===== src/rtl/char_classifier.sv =====
// Byte FIFO feeding the string recognizer: pops one byte at a time, classifies it,
// and emits a single-cycle valid strobe with a programmable minimum gap between strobes.
module char_classifier #(
   parameter int unsigned DEPTH = 8,
   parameter int unsigned GAP   = 1
) (
   input  logic                       clk,
   input  logic                       rst,
   input  logic [7:0]                 rx_data,
   input  logic                       rx_valid,
   input  logic                       stall,
   input  logic                       clr_overflow,
   output logic                       valid,
   output logic [7:0]                 char_out,
   output logic                       start_stop,
   output logic                       small_letter,
   output logic                       capital_letter,
   output logic                       number,
   output logic                       hex_digit,
   output logic                       punctuation_basic,
   output logic                       punctuation_finance,
   output logic                       parentheses,
   output logic                       curly_braces,
   output logic                       math_symbol,
   output logic                       whitespace,
   output logic                       vowel,
   output logic                       consonant,
   output logic                       other,
   output logic [$clog2(DEPTH):0]     fifo_count,
   output logic                       overflow
);

   localparam int unsigned PW = $clog2(DEPTH);
   localparam int unsigned CW = PW + 1;
   localparam int unsigned GW = $clog2(GAP + 2);
   localparam int unsigned NF = 14;

   logic [7:0]    mem [DEPTH];
   logic [PW-1:0] wr_ptr;
   logic [PW-1:0] rd_ptr;
   logic [CW-1:0] count;
   logic [GW-1:0] gap_cnt;
   logic [NF-1:0] cls_q;

   logic          empty_c, full_c, pop_c, push_c, drop_c;
   logic [7:0]    head_c;
   logic [NF-1:0] cls_c;
   logic          ss_c, sm_c, cap_c, num_c, hex_c, pb_c, pf_c, par_c;
   logic          cur_c, math_c, ws_c, vow_c, con_c, oth_c;

   assign empty_c = (count == '0);
   assign full_c  = (count == CW'(DEPTH));
   assign pop_c   = !empty_c && !stall && (gap_cnt == '0);
   // A full FIFO still accepts a byte when the same edge frees a slot.
   assign push_c  = rx_valid && (!full_c || pop_c);
   assign drop_c  = rx_valid && full_c && !pop_c;
   assign head_c  = mem[rd_ptr];

   // Character classes of the head byte.
   always_comb begin
      ss_c   = (head_c == 8'h00);
      sm_c   = (head_c >= 8'h61) && (head_c <= 8'h7A);
      cap_c  = (head_c >= 8'h41) && (head_c <= 8'h5A);
      num_c  = (head_c >= 8'h30) && (head_c <= 8'h39);
      hex_c  = num_c || ((head_c >= 8'h41) && (head_c <= 8'h46))
                     || ((head_c >= 8'h61) && (head_c <= 8'h66));
      pb_c   = 1'b0;
      pf_c   = 1'b0;
      par_c  = 1'b0;
      cur_c  = 1'b0;
      math_c = 1'b0;
      ws_c   = 1'b0;
      vow_c  = 1'b0;
      case (head_c)
         8'h2E, 8'h2C, 8'h3A, 8'h3B, 8'h21, 8'h3F, 8'h27, 8'h22: pb_c   = 1'b1;
         8'h23, 8'h24, 8'h25, 8'h26, 8'h40:                      pf_c   = 1'b1;
         8'h28, 8'h29, 8'h5B, 8'h5D:                             par_c  = 1'b1;
         8'h7B, 8'h7D:                                           cur_c  = 1'b1;
         8'h2B, 8'h2D, 8'h2A, 8'h2F, 8'h5C, 8'h3D, 8'h3C, 8'h3E: math_c = 1'b1;
         8'h20, 8'h09, 8'h0A, 8'h0D:                             ws_c   = 1'b1;
         8'h61, 8'h65, 8'h69, 8'h6F, 8'h75,
         8'h41, 8'h45, 8'h49, 8'h4F, 8'h55:                      vow_c  = 1'b1;
         default: ;
      endcase
      con_c  = (sm_c || cap_c) && !vow_c;
      oth_c  = !(ss_c || sm_c || cap_c || num_c || pb_c || pf_c || par_c
                 || cur_c || math_c || ws_c);
      cls_c  = {ss_c, sm_c, cap_c, num_c, hex_c, pb_c, pf_c, par_c,
                cur_c, math_c, ws_c, vow_c, con_c, oth_c};
   end

   // Storage array carries no reset; occupancy tracking makes stale entries invisible.
   always_ff @(posedge clk) begin
      if (push_c) begin
         mem[wr_ptr] <= rx_data;
      end
   end

   always_ff @(posedge clk or posedge rst) begin
      if (rst) begin
         wr_ptr   <= '0;
         rd_ptr   <= '0;
         count    <= '0;
         gap_cnt  <= '0;
         valid    <= 1'b0;
         char_out <= 8'h00;
         cls_q    <= '0;
         overflow <= 1'b0;
      end else begin
         if (push_c) begin
            wr_ptr <= wr_ptr + PW'(1);
         end
         count    <= count + CW'(push_c) - CW'(pop_c);
         overflow <= drop_c || (overflow && !clr_overflow);
         valid    <= pop_c;
         if (pop_c) begin
            rd_ptr   <= rd_ptr + PW'(1);
            char_out <= head_c;
            cls_q    <= cls_c;
            gap_cnt  <= GW'(GAP);
         end else if (gap_cnt != '0) begin
            gap_cnt  <= gap_cnt - GW'(1);
         end
      end
   end

   assign fifo_count = count;
   assign {start_stop, small_letter, capital_letter, number, hex_digit,
           punctuation_basic, punctuation_finance, parentheses, curly_braces,
           math_symbol, whitespace, vowel, consonant, other} = cls_q;

endmodule

===== config.mk =====
export PLATFORM = sky130hd
export DESIGN_NAME = char_classifier
export DESIGN_NICKNAME = d
export VERILOG_FILES = /design/src/rtl/char_classifier.sv
export SDC_FILE = /design/constraint.sdc
export NUM_CORES = 1
export LEC_CHECK = 0
export CAP_MARGIN = 5
export CORE_MARGIN = 2
export CORE_UTILIZATION = 57
export CTS_BUF_LIST = sky130_fd_sc_hd__clkbuf_4 sky130_fd_sc_hd__clkbuf_8 sky130_fd_sc_hd__clkbuf_16
export DETAILED_ROUTE_END_ITERATION = 10
export PLACE_DENSITY = 0.79
export SLEW_MARGIN = 10
export SYNTH_ARGS = -nofsm -noshare
export SYNTH_HDL_FRONTEND = slang
export SYNTH_SLANG_ARGS = --single-unit

===== constraint.sdc =====
create_clock -name clk -period 3.2 [get_ports clk]
set_input_delay 0.8 -clock clk [delete_from_list [all_inputs] [get_ports clk]]
set_output_delay 0.8 -clock clk [all_outputs]
set_load 0.01 [all_outputs]

==> metrics.csv, run 1 <==
stage,metric,value,unit
detailed_routing,drtIter0Drc,139,
placed_design,dp_hpwl,5470,um
die,die_h,93.5,um
cells_and_area,nNetsFinal,382,
flow_run,drv_cap,0,
synthesis,yosysWarnings,0,
detailed_routing,vias,2689,
die,start_util,0.591,
global_route,antenna_found_initial,0,
min_path,hp-class,flip-flop to flip-flop,
timing,timing.fmax,0.360,GHz
critical_path,path_buf_inv,1,
placed_design,placed_area,5100,um2
critical_path,path_max_fanout,18,
pwr,swShare,0.378,
die,ios,41,
timing,rsz0062_at_grt,false,
clock_network,cts-root-buf,clkbuf_8,
critical_path,start_kind,flip-flop,
status,outcome,"finished, final reports clean",
cells_and_area,fin_cells,465,
die,die_area,8740,um2
clock_network,cts_hold_buffers,0,
critical_path,slowest_stage,mux4_2,
synthesis,synth_cells,303,
timing,finalCritPeriodShare,0.868,
cells_and_area,design_area,5290,um2
cells_and_area,area_delta_synth_final,15.9,%
detailed_routing,drt-pass1-iter-count,5,
timing,tns,0,ns
clock_network,clk_latency,0.36,ns
global_route,first_global_vias,2519,
cells_and_area,final_layout_size_suffix_gt1_frac,0.190,
critical_path,arrival,3.03,ns
clock_network,cts_sinks,100,
timing,period_needed,2.78,ns
critical_path,critPathKind,flip-flop to flip-flop,
die,fp.dieW,93.5,um
detailed_routing,ant_nets,0,
placed_design,place_inst,450,
detailed_routing,wl_per_cell,16.7,um
pwr,peakVddDrop,0.000537,V
timing,slew_headroom,0.635,
global_route,grtUsageTotal,0.199,
timing,finalHoldViolations,0,
synthesis,ys_seq_elements,100,
pwr,clock_power_share,0.150,
placed_design,gp_congestion,0.891,
synthesis,syn_area_per_cell,15.1,um2
detailed_routing,routed_wl,7770,um
synthesis,synth_largest_area_cell,edfxtp_1,
critical_path,cp.required,3.46,ns
pwr,switchingPower,2.00,mW
critical_path,cp-end-kind,flip-flop,
detailed_routing,viasPerCell,5.78,
detailed_routing,drc,0,
timing,drv_slew,0,
clock_network,postCtsSetupRepairBufs,0,
synthesis,synth.area.top_cells,"edfxtp_1 42%, dfrtp_1 20%, mux4_2 5.9%",
pwr,leakage,1.96,nW
clock_network,cts_buffer_depth,2,
synthesis,synth_cell_types,54,
clock_network,cts_tree,done,
pwr,combPwrFrac,0.499,
timing,finalSetupViolCount,0,
placed_design,port_buffers,40,
global_route,grt.overflow.total,0,
synthesis,synth_top_area_share,0.421,
cells_and_area,fin_util,0.685,
synthesis,yosysSeqAreaShare,0.618,
global_route,grt_pass1_wl,13000,um
clock_network,cts_resized,0,
pwr,p_per_area,999,nW/um2
clock_network,cts_buffers,9,
critical_path,worstPathCellList,buf_12 -> mux4_2 -> mux2i_4 -> nand2_1 -> a31o_1 -> a32oi_1 -> o221ai_2 -> o41ai_2,
pwr,p_int,3.29,mW
clock_network,path_clk_slew,0.10,ns
critical_path,cp_top_family,compound AO/OA/AOI/OAI gates,
synthesis,netlist_area,4570,um2
timing,clock_skew,0.00773,ns
die,coreArea,7730,um2
cells_and_area,n_antenna_cell,0,
pwr,seqPwrFrac,0.350,
global_route,grt_max_degree,37,
critical_path,max_stage_delay,0.57,ns
die,fp-row-count,32,
timing,tightest_slew,0.543,ns
clock_network,htree_levels,3,
synthesis,synth_nets,326,
==> layout make-up <==
type                    count  area, um2
multi-input cells         177       1550
inverters                  14       52.6
well taps                 102        128
clock buffers               9        124
fillers                   525       2440
clock inverters             6       71.3
repair buffers             57        541
flip-flops and latches    100       2820
==> routing by layer <==
layer  wire [um]  vias to the layer above  global-route usage
met2        3800                       92               0.323
li1            -                     1263                   -
met5           0                        -                   0
met4         162                        0              0.0674
met3         469                       14              0.0435
met1        3340                     1320               0.268
==> tightest hold or removal path, delay by kind of cell (launching register included) <==
kind / cells / cell delay, ns
flip-flops: 1 / 0.35
AND/OR/NAND/NOR: 1 / 0.05
AO/OA/AOI/OAI: 1 / 0.05
==> logic make-up after synthesis <==
kind of cell	count (synthesis)	synth area share
mux	35	0.145
simple gates	79	0.0825
xor+xnor	7	0.0134
buf+inv	26	0.0419
flops	100	0.618
fa+ha+maj	10	0.0290
compound gates	46	0.0701
==> path summary, 6_finish.rpt <==
| path | slack (ns) | to | depth (start not counted) | startpoint |
|---|---|---|---|---|
| setup / recovery | 0.42 | cls_q[0] | 8 | rd_ptr[0] |
| setup reg to reg | 0.42 | cls_q[0] | 8 | rd_ptr[0] |
| hold reg to reg | 0.48 | cls_q[12] | 2 | cls_q[12] |
| hold / removal | 0.48 | cls_q[12] | 2 | cls_q[12] |
| min in group asynchronous | 0.85 | valid | 3 | rst |
| max in group asynchronous | 2.05 | char_out[7] | 3 | rst |
==> state kept, by name, summed over array words and instances (netlist names) <==
register,count
char_out,8
cls_q,14
fifo_count,4
gap_cnt,2
mem,64
overflow,1
rd_ptr,3
valid,1
wr_ptr,3
==> through the flow <==
step,power (mW),hold WS [ns],setup slack (ns)
after floorplan,3.84,0.442,0.405
after global placement,4.45,0.457,0.221
after detailed placement,4.52,0.469,0.153
after CTS,5.31,0.491,0.421
after global routing,5.65,0.507,0.238
final,5.29,0.485,0.424
==> placed cells by master, fill, tap and decap left out, types with 9 or more instances in the layout <==
master,count
edfxtp_1,64
clkdlybuf4s50_1,40
dfrtp_1,36
nand2_1,31
nor2_1,17
buf_4,16
o21ai_0,15
inv_1,13
mux4_2,12
mux2_2,10
nor3_1,9
ha_1,9
clkbuf_8,9
==> power groups by stage <==
stage | logic [mW] | clock network (mW) | registers (mW)
after floorplan | 1.92 | 0 | 1.92
after global placement | 2.58 | 0 | 1.87
after detailed placement | 2.63 | 0 | 1.88
after CTS | 2.64 | 0.816 | 1.86
after global routing | 2.90 | 0.864 | 1.88
final | 2.64 | 0.794 | 1.85
==> cells in the mapped netlist (all sizes together) <==
cell and instances:
a21boi 1, o21a 1, a31o 1, or2 1, nand3 8, o31a 1, fa 1, xor2 1
o21ai 16, ha 9, edfxtp 64, a21o 1, nor4 4, nor4b 1, clkbuf 6, or3 1
and2 1, dfrtp 36, o31ai 5, and3 1, a41oi 1, xnor2 6, mux2i 8, mux2 11
a2111oi 1, mux4 16, o41ai 1, nor3 9, o22ai 2, a32oi 1, o221ai 2, a21oi 5
nand2 31, buf 6, a21bo 1, nand4 1, a311oi 1, a31oi 2, nor3b 1, inv 14
nand2b 3, a211oi 1, a22oi 2, nor2 17
Power figures use the tool's default switching activity.
==> inputs of run 2 (changes only) <==
CORE_MARGIN = 5   (was 2)
==> run 2 against run 1 <==
  * Die area up 13%
  * Non-clock buffer count up 1
  * Clock-buffer cell count unchanged
  * Design area up 0.45%
  * Clock power up 5.5%
  * Critical path depth unchanged
  * Power up 1.7%
  * Utilization about the same
  * Critical endpoint unchanged
  * Largest cell class unchanged
==> metrics.csv, run 2 (synthesis gave the netlist of run 1 again) <==
stage,metric,value,unit,change
global_route,grt.busiest_layer,met2,,unchanged
clock_network,path_clk_slew,0.10,ns,about the same
timing,finalSetupViolCount,0,,unchanged
detailed_routing,drc,0,,unchanged
timing,tns,0,ns,unchanged
detailed_routing,ant_nets,0,,unchanged
cells_and_area,final_layout_size_suffix_gt1_frac,0.197,,was 0.190
timing,finalHoldViolations,0,,unchanged
timing,slew_headroom,0.546,,was 0.635
die,die_area,9900,um2,was 8740 um2
cells_and_area,fill_cells,561,,was 525
cells_and_area,n_antenna_cell,0,,unchanged
timing,clock_skew,0.00945,ns,was 0.00773 ns
detailed_routing,vias,2677,,"was 2,689"
timing,holdWs,0.484,ns,was 0.485 ns
die,fp-row-count,32,,unchanged
global_route,grt_max_degree,37,,unchanged
min_path,hold_path.startpoint,cls_q[12],,unchanged
critical_path,arrival,3.20,ns,was 3.03 ns
global_route,first_global_vias,2673,,"was 2,519"
cells_and_area,regMostFlops,mem,,unchanged
cells_and_area,nNetsFinal,383,,was 382
critical_path,max_stage_delay,0.58,ns,was 0.57 ns
detailed_routing,routed_wl,8280,um,was 7770 um
critical_path,r2r-start,rd_ptr[0],,unchanged
detailed_routing,drtIter0Drc,153,,was 139
timing,timing.fmax,0.341,GHz,was 0.360 GHz
cells_and_area,seqCellArea,2820,um2,unchanged
critical_path,start_kind,flip-flop,,unchanged
pwr,peakVddDrop,0.000513,V,was 0.000537 V
clock_network,cts_resized,0,,unchanged
status,outcome,"finished, final reports clean",,unchanged
global_route,grt_pass1_wl,13700,um,"was 13,000 um"
global_route,met3_usage,0.0379,,was 0.0435
placed_design,dp_hpwl,6010,um,was 5470 um
die,fp.dieW,99.5,um,was 93.5 um
critical_path,worstPathCellList,buf_12 -> mux4_2 -> mux2i_4 -> nand2_1 -> a31o_1 -> a32oi_1 -> o221ai_2 -> o41ai_2,,unchanged
cells_and_area,reg_top3,"mem (64), cls_q (14), char_out (8)",,unchanged
timing,tightest_slew,0.681,ns,was 0.543 ns
cells_and_area,largest_reg_flops,64,,unchanged
pwr,p_per_area,1010,nW/um2,was 999 nW/um2
clock_network,clk_latency,0.36,ns,about the same
die,die_h,99.5,um,was 93.5 um
critical_path,slowest_stage,mux4_2,,unchanged
flow_run,drv_cap,0,,unchanged
cells_and_area,multi_input_area,1550,um2,unchanged
placed_design,gp_congestion,0.855,,was 0.891
clock_network,cts_sinks,100,,unchanged
clock_network,postCtsSetupRepairBufs,0,,unchanged
critical_path,path_max_fanout,18,,unchanged
critical_path,critPathKind,flip-flop to flip-flop,,unchanged
cells_and_area,mostFrequentLayoutCells,"64 x edfxtp_1, 40 x clkdlybuf4s50_1, 36 x dfrtp_1",,unchanged
timing,drv_slew,0,,unchanged
detailed_routing,drt-pass1-iter-count,4,,was 5
clock_network,htree_levels,3,,unchanged
global_route,grtUsageMet1,0.241,,was 0.268
die,ios,41,,unchanged
die,coreArea,7770,um2,was 7730 um2
cells_and_area,area_delta_synth_final,16.4,%,was 15.9%
clock_network,cts_tree,done,,unchanged
critical_path,r2r_end,cls_q[0],,unchanged
timing,period_needed,2.93,ns,was 2.78 ns
cells_and_area,layout.cells.most_common,edfxtp_1,,unchanged
clock_network,cts_hold_buffers,0,,unchanged
global_route,grtUsageTotal,0.181,,was 0.199
min_path,min_to,cls_q[12],,unchanged
placed_design,port_buffers,40,,unchanged
clock_network,cts-root-buf,clkbuf_8,,unchanged
min_path,hold-path-cell-count,2,,unchanged
global_route,antenna_found_initial,0,,unchanged
pwr,leakage,1.97,nW,was 1.96 nW
pwr,total_power,5.38,mW,was 5.29 mW
detailed_routing,wl_per_cell,17.7,um,was 16.7 um
critical_path,cp-end-kind,flip-flop,,unchanged
detailed_routing,viasPerCell,5.73,,was 5.78
timing,rsz0062_at_grt,false,,unchanged
clock_network,cts_buffers,9,,unchanged
global_route,grt.overflow.total,0,,unchanged
global_route,grt.met2_usage,0.303,,was 0.323
min_path,hp-class,flip-flop to flip-flop,,unchanged
critical_path,cp.required,3.47,ns,was 3.46 ns
timing,finalCritPeriodShare,0.917,,was 0.868
critical_path,r2r_slack,0.27,ns,was 0.42 ns
critical_path,reg2reg_depth,8,,unchanged
clock_network,cts_buffer_depth,2,,unchanged
die,start_util,0.588,,was 0.591
==> run 2: cell count changes in the layout (fill, tap and decap cells not counted) <==
cell / previous run / this run
buf_4: 16 / 17
clkinv_1: 1 / 0
inv_8: 1 / 2
clkinv_4: 1 / 2
==> run 2: routing by layer <==
layer | vias to the layer above | routed length [um]
li1 | 1268 | -
met1 | 1327 | 3600
met2 | 77 | 4240
met3 | 5 | 390
met4 | 0 | 53
met5 | - | 0
==> run 2: cell type report <==
type,instances,share of cell area
Clock buffer,9,0.0233
Clock inverter,7,0.0165
Inverter,14,0.00989
Multi-Input combinational cell,177,0.292
Sequential cell,100,0.531
Tap cell,102,0.0240
Timing Repair Buffer,58,0.103
==> run 2: critical path: cells and delay by family (launching register included) <==
kind            cells  cell delay [ns]
compound gates      4             1.08
buf+inv             1             0.19
flops               1             0.39
mux                 2             0.93
simple gates        1             0.23
==> run 2: how the worst max path moves through the flow <==
stage | start | end | slack (ns) | depth (start not counted)
floorplan | stall | mem[0][0] | 0.41 | 6
global placement | stall | fifo_count[1] | 0.22 | 11
detailed placement | stall | fifo_count[2] | 0.14 | 11
CTS | rd_ptr[0] | cls_q[0] | 0.29 | 8
global route | rd_ptr[0] | cls_q[0] | 0.11 | 8
finish | rd_ptr[0] | cls_q[0] | 0.27 | 8
==> run 2: report_power, final <==
part	leakage [nW]	total [mW]	switching, mW	internal [mW]
logic	0.826	2.64	1.41	1.23
clock network	0.108	0.838	0.458	0.381
registers	1.04	1.89	0.193	1.70
==> run 2: stage by stage <==
stage	instances	utilization	instance area [um2]	setup WS, ns
after global placement	451	0.657	5100	0.217
final	467	0.684	5320	0.266
after floorplan	303	-	4570	0.405
after detailed placement	451	0.657	5100	0.135
after global routing	467	0.684	5320	0.114
after CTS	467	0.684	5320	0.288
==> inputs of run 3 (changes only) <==
SKIP_CTS_REPAIR_TIMING = 1   (was unset)
==> results of run 3 <==
Same layout as run 2: the final DEF is identical, and so are final timing and power.
